<file path="src/rtl/pc_gen.sv">
// Program counter generator: BOOT/RUN/HALT sequencer, prioritised redirects, saturating fetch counter.
// Latency: next_pc is combinational; current_pc, state and fetch_count update on the next rising edge.
// Backpressure: with fetch_valid=1 and fetch_ready=0 the PC holds; only a redirect can move it.
module pc_gen #(
    parameter int                  PC_WIDTH     = 32,
    parameter int                  PC_INC       = 1,
    parameter logic [PC_WIDTH-1:0] PC_RESET_VAL = '0,
    parameter int                  NUM_REDIR    = 2,   // legal range 1..8
    parameter int                  CNT_WIDTH    = 16,
    localparam int                 IDX_WIDTH    = (NUM_REDIR > 1) ? $clog2(NUM_REDIR) : 1
) (
    input  logic                          clk,
    input  logic                          rst_n,
    input  logic                          en,
    input  logic                          halt_req,
    input  logic                          resume,
    input  logic [NUM_REDIR-1:0]          redir_valid,
    input  logic [NUM_REDIR*PC_WIDTH-1:0] redir_pc,
    input  logic                          fetch_ready,
    output logic                          fetch_valid,
    output logic [PC_WIDTH-1:0]           current_pc,
    output logic [PC_WIDTH-1:0]           next_pc,
    output logic                          redir_taken,
    output logic [IDX_WIDTH-1:0]          redir_idx,
    output logic                          halted,
    output logic [CNT_WIDTH-1:0]          fetch_count
);

    typedef enum logic [1:0] {
        BOOT = 2'd0,
        RUN  = 2'd1,
        HALT = 2'd2
    } state_t;

    state_t                state;
    logic                  run_q;       // registered copy of (state == RUN)
    logic                  halted_q;    // registered copy of (state == HALT)
    logic [PC_WIDTH-1:0]   pc_q;
    logic [CNT_WIDTH-1:0]  cnt_q;
    logic                  fire;
    logic                  redir_any;
    logic [IDX_WIDTH-1:0]  redir_sel;
    logic [PC_WIDTH-1:0]   redir_target;

    // fetch_valid depends only on registered state and en, never on fetch_ready.
    assign fetch_valid = run_q & en;
    assign fire        = fetch_valid & fetch_ready;
    assign redir_any   = |redir_valid;

    // Lowest-index valid redirect channel wins; scanning downward lets lower indices overwrite.
    always_comb begin
        redir_sel    = '0;
        redir_target = '0;
        for (int i = NUM_REDIR - 1; i >= 0; i--) begin
            if (redir_valid[i]) begin
                redir_sel    = IDX_WIDTH'(i);
                redir_target = redir_pc[i*PC_WIDTH +: PC_WIDTH];
            end
        end
    end

    // Next PC priority: redirect, then increment on an accepted fetch, else hold.
    always_comb begin
        next_pc = pc_q;
        if (redir_any) begin
            next_pc = redir_target;
        end else if (fire) begin
            next_pc = pc_q + PC_WIDTH'(PC_INC);
        end
    end

    // Sequencer: transitions only while enabled; run/halted flags are registered alongside the state.
    always_ff @(posedge clk or negedge rst_n) begin
        if (!rst_n) begin
            state    <= BOOT;
            run_q    <= 1'b0;
            halted_q <= 1'b0;
        end else if (en) begin
            case (state)
                BOOT: begin
                    state    <= RUN;
                    run_q    <= 1'b1;
                    halted_q <= 1'b0;
                end
                RUN: begin
                    if (halt_req) begin
                        state    <= HALT;
                        run_q    <= 1'b0;
                        halted_q <= 1'b1;
                    end
                end
                HALT: begin
                    // A still-asserted halt_req outranks resume.
                    if (resume && !halt_req) begin
                        state    <= RUN;
                        run_q    <= 1'b1;
                        halted_q <= 1'b0;
                    end
                end
                default: begin
                    state    <= BOOT;
                    run_q    <= 1'b0;
                    halted_q <= 1'b0;
                end
            endcase
        end
    end

    // PC register follows next_pc every edge; redirects land in any state, even with en low.
    always_ff @(posedge clk or negedge rst_n) begin
        if (!rst_n) begin
            pc_q <= PC_RESET_VAL;
        end else begin
            pc_q <= next_pc;
        end
    end

    // Accepted fetches are counted even when a redirect overrides the increment; sticks at all-ones.
    always_ff @(posedge clk or negedge rst_n) begin
        if (!rst_n) begin
            cnt_q <= '0;
        end else if (fire && (cnt_q != {CNT_WIDTH{1'b1}})) begin
            cnt_q <= cnt_q + CNT_WIDTH'(1);
        end
    end

    assign current_pc  = pc_q;
    assign redir_taken = redir_any;
    assign redir_idx   = redir_sel;
    assign halted      = halted_q;
    assign fetch_count = cnt_q;

endmodule

</file>
<file path="config.mk">
export PLATFORM = sky130hd
export DESIGN_NAME = pc_gen
export DESIGN_NICKNAME = d
export VERILOG_FILES = /design/src/rtl/pc_gen.sv
export SDC_FILE = /design/constraint.sdc
export NUM_CORES = 1
export LEC_CHECK = 0
export CAP_MARGIN = 20
export CORE_MARGIN = 8
export CORE_UTILIZATION = 40
export CTS_CLUSTER_SIZE = 14
export DETAILED_ROUTE_END_ITERATION = 10
export GPL_TIMING_DRIVEN = 0
export PLACE_DENSITY = 0.81
export RECOVER_POWER = 25
export SLEW_MARGIN = 5
export SYNTH_ARGS = -nofsm -noshare
export SYNTH_HDL_FRONTEND = slang
export SYNTH_SLANG_ARGS = --single-unit
</file>
<file path="constraint.sdc">
create_clock -name clk -period 2.3 [get_ports clk]
set_input_delay 0.345 -clock clk [delete_from_list [all_inputs] [get_ports clk]]
set_output_delay 0.345 -clock clk [all_outputs]
set_load 0.05 [all_outputs]
</file>
* Word level (Yosys, flattened, before mapping)
Cells that the tools add are included.
** Word-level totals
- Bits in registers :: 52
- Latch bits :: 0
- Bits in writable memories :: 0
- ROM bits :: 0
- Input port bits :: 72
- Output and inout bits :: 84
- Logic and storage cells :: 35
- Memories kept :: 0
** Operators by class
- $add $sub $neg :: 2
- Multiply operators :: 0
- Divide/modulo/power cells :: 0
- $lt $le $gt $ge :: 0
- Equal/unequal tests :: 5
- Shift-type cells :: 0
- Multiplexer cells :: 15
- Bitwise operators :: 2
- Reduce and logical (&&, ||, !) cells :: 6
** Operator list (number)
- $mux W32 :: 4
- $add A32 B1 Y32 const B :: 1
- $add A16 B1 Y16 const B :: 1
- $ne A16 B16 Y1 const B :: 1
- $mux W1 :: 6
- $pmux W2 S3 :: 1
- $mux W2 :: 2
- $ne A2 B2 Y1 const B :: 2
- $pmux W1 S3 :: 1
- $reduce_and A3 Y1 :: 1
- $and A1 B1 Y1 :: 2
- $eq A2 B1 Y1 const B :: 1
- $eq A2 B2 Y1 const B :: 1
- $logic_and A1 B1 Y1 :: 2
- $logic_not A2 Y1 :: 1
- $pmux W1 S2 :: 1
- $reduce_or A2 Y1 :: 1
- $logic_not A1 Y1 :: 1

* Depth between registers and ports, before layout
- Depth after elaboration :: 4
- Gate-level depth with buffers :: 8

* Worst setup path before layout
Ideal clock, no wire load.
- Path kind :: register to output
- Start point :: register pc_q[6] (netlist: current_pc[6])
- End point :: output next_pc[9]
- Data arrival time :: 2897 ps
- Data required time :: 1955 ps
- Setup slack :: -942 ps
- Stages on the path, launching flop included :: 7
- Path buffers :: 1
- Cell sequence :: dfrtp_1 -> nand3_1 -> nor4_4 -> buf_6 -> xor2_1 -> mux2i_1 -> o21ai_0
** On the way
- Word-level cells in the longest chain between the ends :: 3
** Ends and longest elaborated chain
- start: declaration :: line 38 : logic [PC_WIDTH-1:0] pc_q;
- start signal: assignment :: line 114 : pc_q <= next_pc;
- $add A32 B1 Y32 :: line 68 : next_pc = pc_q + PC_WIDTH'(PC_INC);
- $mux W32 :: line 67 : end else if (fire) begin
- $mux W32 :: line 65 : if (redir_any) begin
- end: declaration :: line 22 : output logic [PC_WIDTH-1:0] next_pc,
No other way between the ends.

* Final worst setup path
- Start point :: register pc_q[11] (netlist: current_pc[11])
- End point :: output next_pc[21]
The elaborated chain is that of the path after synthesis.

==> impl_metrics.csv <==
group,metric,value,unit
synth,yosys-top-cells-area,"dfrtp_1, xnor2_1, nand3_1, xor2_1, a21oi_1",
worst_hold_path,hold_class,"input pin to async pin",
critical_path,cp_data_arrival_time,2220,ps
clock_network,path_clk_slew,100,ps
pwr,switching_share,44.3,%
floorplan,die_area,10400,sq um
timing,relSlewSlack,18.4,%
synth,synth-main-ff-cell,"dfrtp_1",
final_layout,drive_gt1_share,37.3,%
timing,period_needed,2560,ps
synth,synth_common_cells,"dfrtp_1, nand2_1, nand3_1",
critical_path,cp_slowest_cell,"dfrtp_2",
synth,yosysWarnings,0,
critical_path,critPathMaxFanout,5,
timing,slew_viol_final,0,
critical_path,path_buf_inv,2,
synth,ys_seq_area_share,43.2,%
global_routing,grt_usage,24.0,%
critical_path,crit_path_start_kind,"register",
run_status,status,"finished, violations left",
global_routing,grt_pass1_vias,3675,
timing,whs,266,ps
floorplan,die_x,102,um
placement,post-dp-hpwl,9010,um
critical_path,crit_chain,"nand4_1 -> buf_6 -> nor3_4 -> a31oi_1 -> a41o_1 -> a221o_2 -> buf_8",
clock_network,cts_tree,"done",
synth,synth_area_per_cell,9.26,sq um
synth,synth_area_leader_cell,"dfrtp_1",
pwr,power,3510,uW
critical_path,cp-end-kind,"primary output",
placement,portBuffers,155,
clock_network,clock-sinks,51,
route,drc,0,
pwr,power_frac_clock,15.2,%
clock_network,cts_hold_buf,0,
synth,synthCells,319,
timing,layout_setup_ws,-261,ps
critical_path,slowest_delay,440,ps
job,cap_violations,0,
route,ant_nets,0,
timing,period_share,111,%
floorplan,start_util,40.9,%
timing,setup_viol,23,
placement,place.gp.congestion,0.851,
placement,dpl.cell_count,574,
synth,synth-edff-count,0,
route,first_pass_iters,4,
synth,synth.top_cell.area_share,43.2,%
timing,finalClockSkew,5.21,ps
final_layout,area_delta_synth_final,95.7,%
route,routedWlPerCell,21.8,um
run_status,violations,"negative setup slack",
timing,hold_viol,0,
pwr,leakage,0.00241,uW
pwr,pwr-share-comb,51.2,%
route,viasPerCell,5.73,
synth,syn_nets,393,
global_routing,grt.overflow.total,0,
final_layout,fin_cells,630,
clock_network,clk_latency,300,ps
critical_path,crit_type,"register to primary output",
floorplan,core-area,7210,sq um
clock_network,cts_made_buffers,5,
clock_network,clockBufferDepth,2,
final_layout,fin_area,5780,sq um
clock_network,cts_root_buf,"clkbuf_8",
timing,worst_pin_slew,1220,ps
timing,max_freq,0.390,GHz
floorplan,boundaryPins,156,
critical_path,crit_family,"compound AO/OA/AOI/OAI gates",
placement,place_area,4930,sq um
pwr,vdd_ir_drop_max,0.730,mV
floorplan,die_y,102,um
synth,synth_area,2950,sq um
route,vias,3609,
clock_network,htreeDepth,2,
final_layout,fin_nets,604,
route,drt_iter0_markers,139,
pwr,p_sw,1560,uW
global_routing,grt_pass1_wl,19300,um
final_layout,num_antenna_cells,0,
floorplan,rows,31,
synth,synth_cell_types,45,
synth,synth_seq_cells,51,
timing,rsz0062_at_grt,"yes",
pwr,power_density,607,nW/um^2
global_routing,grt_max_degree,32,
pwr,internal-power,1950,uW
route,wirelength,13700,um
final_layout,utilization,80.1,%
synth,synth.most_common_cell,"dfrtp_1",
global_routing,antenna_found_initial,0,
pwr,p_seq_share,33.6,%
critical_path,crit_required,1960,ps
synth,async_flop_share,100,%
[power groups by stage]
stage / clock network [uW] / registers [uW] / logic, uW
CTS: 547 / 1170 / 1690
detailed placement: 0 / 1200 / 1530
global placement: 0 / 1190 / 1510
finish: 535 / 1180 / 1800
floorplan: 0 / 1520 / 608
global route: 587 / 1200 / 1880
[per-stage QoR]
step | TNS, ps | setup slack, ps
detailed placement | -35800 | -1240
global placement | -75680 | -1190
finish | -3290 | -261
CTS | -2730 | -229
floorplan | -475 | -115
global route | -5680 | -342
[path summary, 6_finish.rpt]
kind                                             from                    endpoint  slack, ps  depth (start not counted)
max                          current_pc[11]$_DFF_PN0_                 next_pc[21]       -260                          7
min                                             rst_n    current_pc[19]$_DFF_PN0_        270                          1
max reg2reg                   current_pc[1]$_DFF_PN0_    current_pc[20]$_DFF_PN0_        230                         10
min reg2reg                fetch_count[6]$_DFFE_PN0P_  fetch_count[6]$_DFFE_PN0P_        500                          1
max in group asynchronous                       rst_n     current_pc[0]$_DFF_PN0_        530                          2
min in group clk           fetch_count[6]$_DFFE_PN0P_  fetch_count[6]$_DFFE_PN0P_        500                          1
[layout make-up]
cell class	instances	area, sq um
Timing Repair Buffer	204	2030
Tap cell	99	124
Clock buffer	6	72.6
Inverter	10	38.8
Sequential cell	51	1300
Buffer	14	126
Clock inverter	2	12.5
Fill cell	430	1430
Multi-Input combinational cell	244	2070
[flip-flops by register name, indices dropped and copies added, names as in the netlist]
signal,count
current_pc,32
fetch_count,16
halted,1
run_q,1
state,1
[per-layer routing]
layer	track usage [%]	up-vias	wire length (um)
li1	-	1593	-
met1	25.9	1780	4970
met2	43.9	205	7050
met3	8.11	31	1380
met4	5.98	0	333
met5	0	-	0
[logic make-up after synthesis]
family	count (synthesis)	share of synthesized area, %
compound gates	70	14.4
flops	51	43.2
mux	8	2.80
simple gates	129	24.9
buf+inv	24	3.47
fa+ha+maj	2	0.847
xor+xnor	35	10.4
[worst reg2reg max path, stage by stage (launching register included)]
cell and delay [ps]:
dfrtp_2 410, ha_4 150, nand4_1 100, buf_6 170
nor3_4 140, buf_6 140, nand4_1 120, mux2i_1 150
a221o_2 330, buf_4 140, buf_4 120
[repair_timing]
item                       in CTS  in global routing
hold endpoints to repair        0                  0
pin swaps                      22                 20
resized for setup             268                 52
gates cloned                    1                  0
setup buffers                  35                 13
setup endpoints to repair      35                 34
[cells in the final DEF (no fill, tap or decap), types with 3 or more instances in the layout]
master and count:
dlygate4sd2_1 3, buf_8 12, a21oi_1 10, mux2i_1 6, buf_6 25, o21ai_4 3, nor4_4 3, and4_1 4
o22ai_2 3, clkdlybuf4s50_1 117, xor2_1 10, clkbuf_8 7, o22ai_1 9, nand3_2 9, nand4_1 19, a22oi_1 7
dfrtp_1 29, o21ai_0 5, xnor2_1 17, nand2_2 3, nand3_1 15, a21oi_4 10, a21oi_2 4, clkbuf_4 5
dfrtp_2 22, nand3_4 5, and3_1 14, nand2_1 25, nor2_1 13, xnor2_2 3, nor3_4 3, buf_4 43
clkbuf_2 3, inv_1 8, o21ai_2 6, xor2_2 5, clkbuf_1 3
Power figures use the tool's default switching activity.
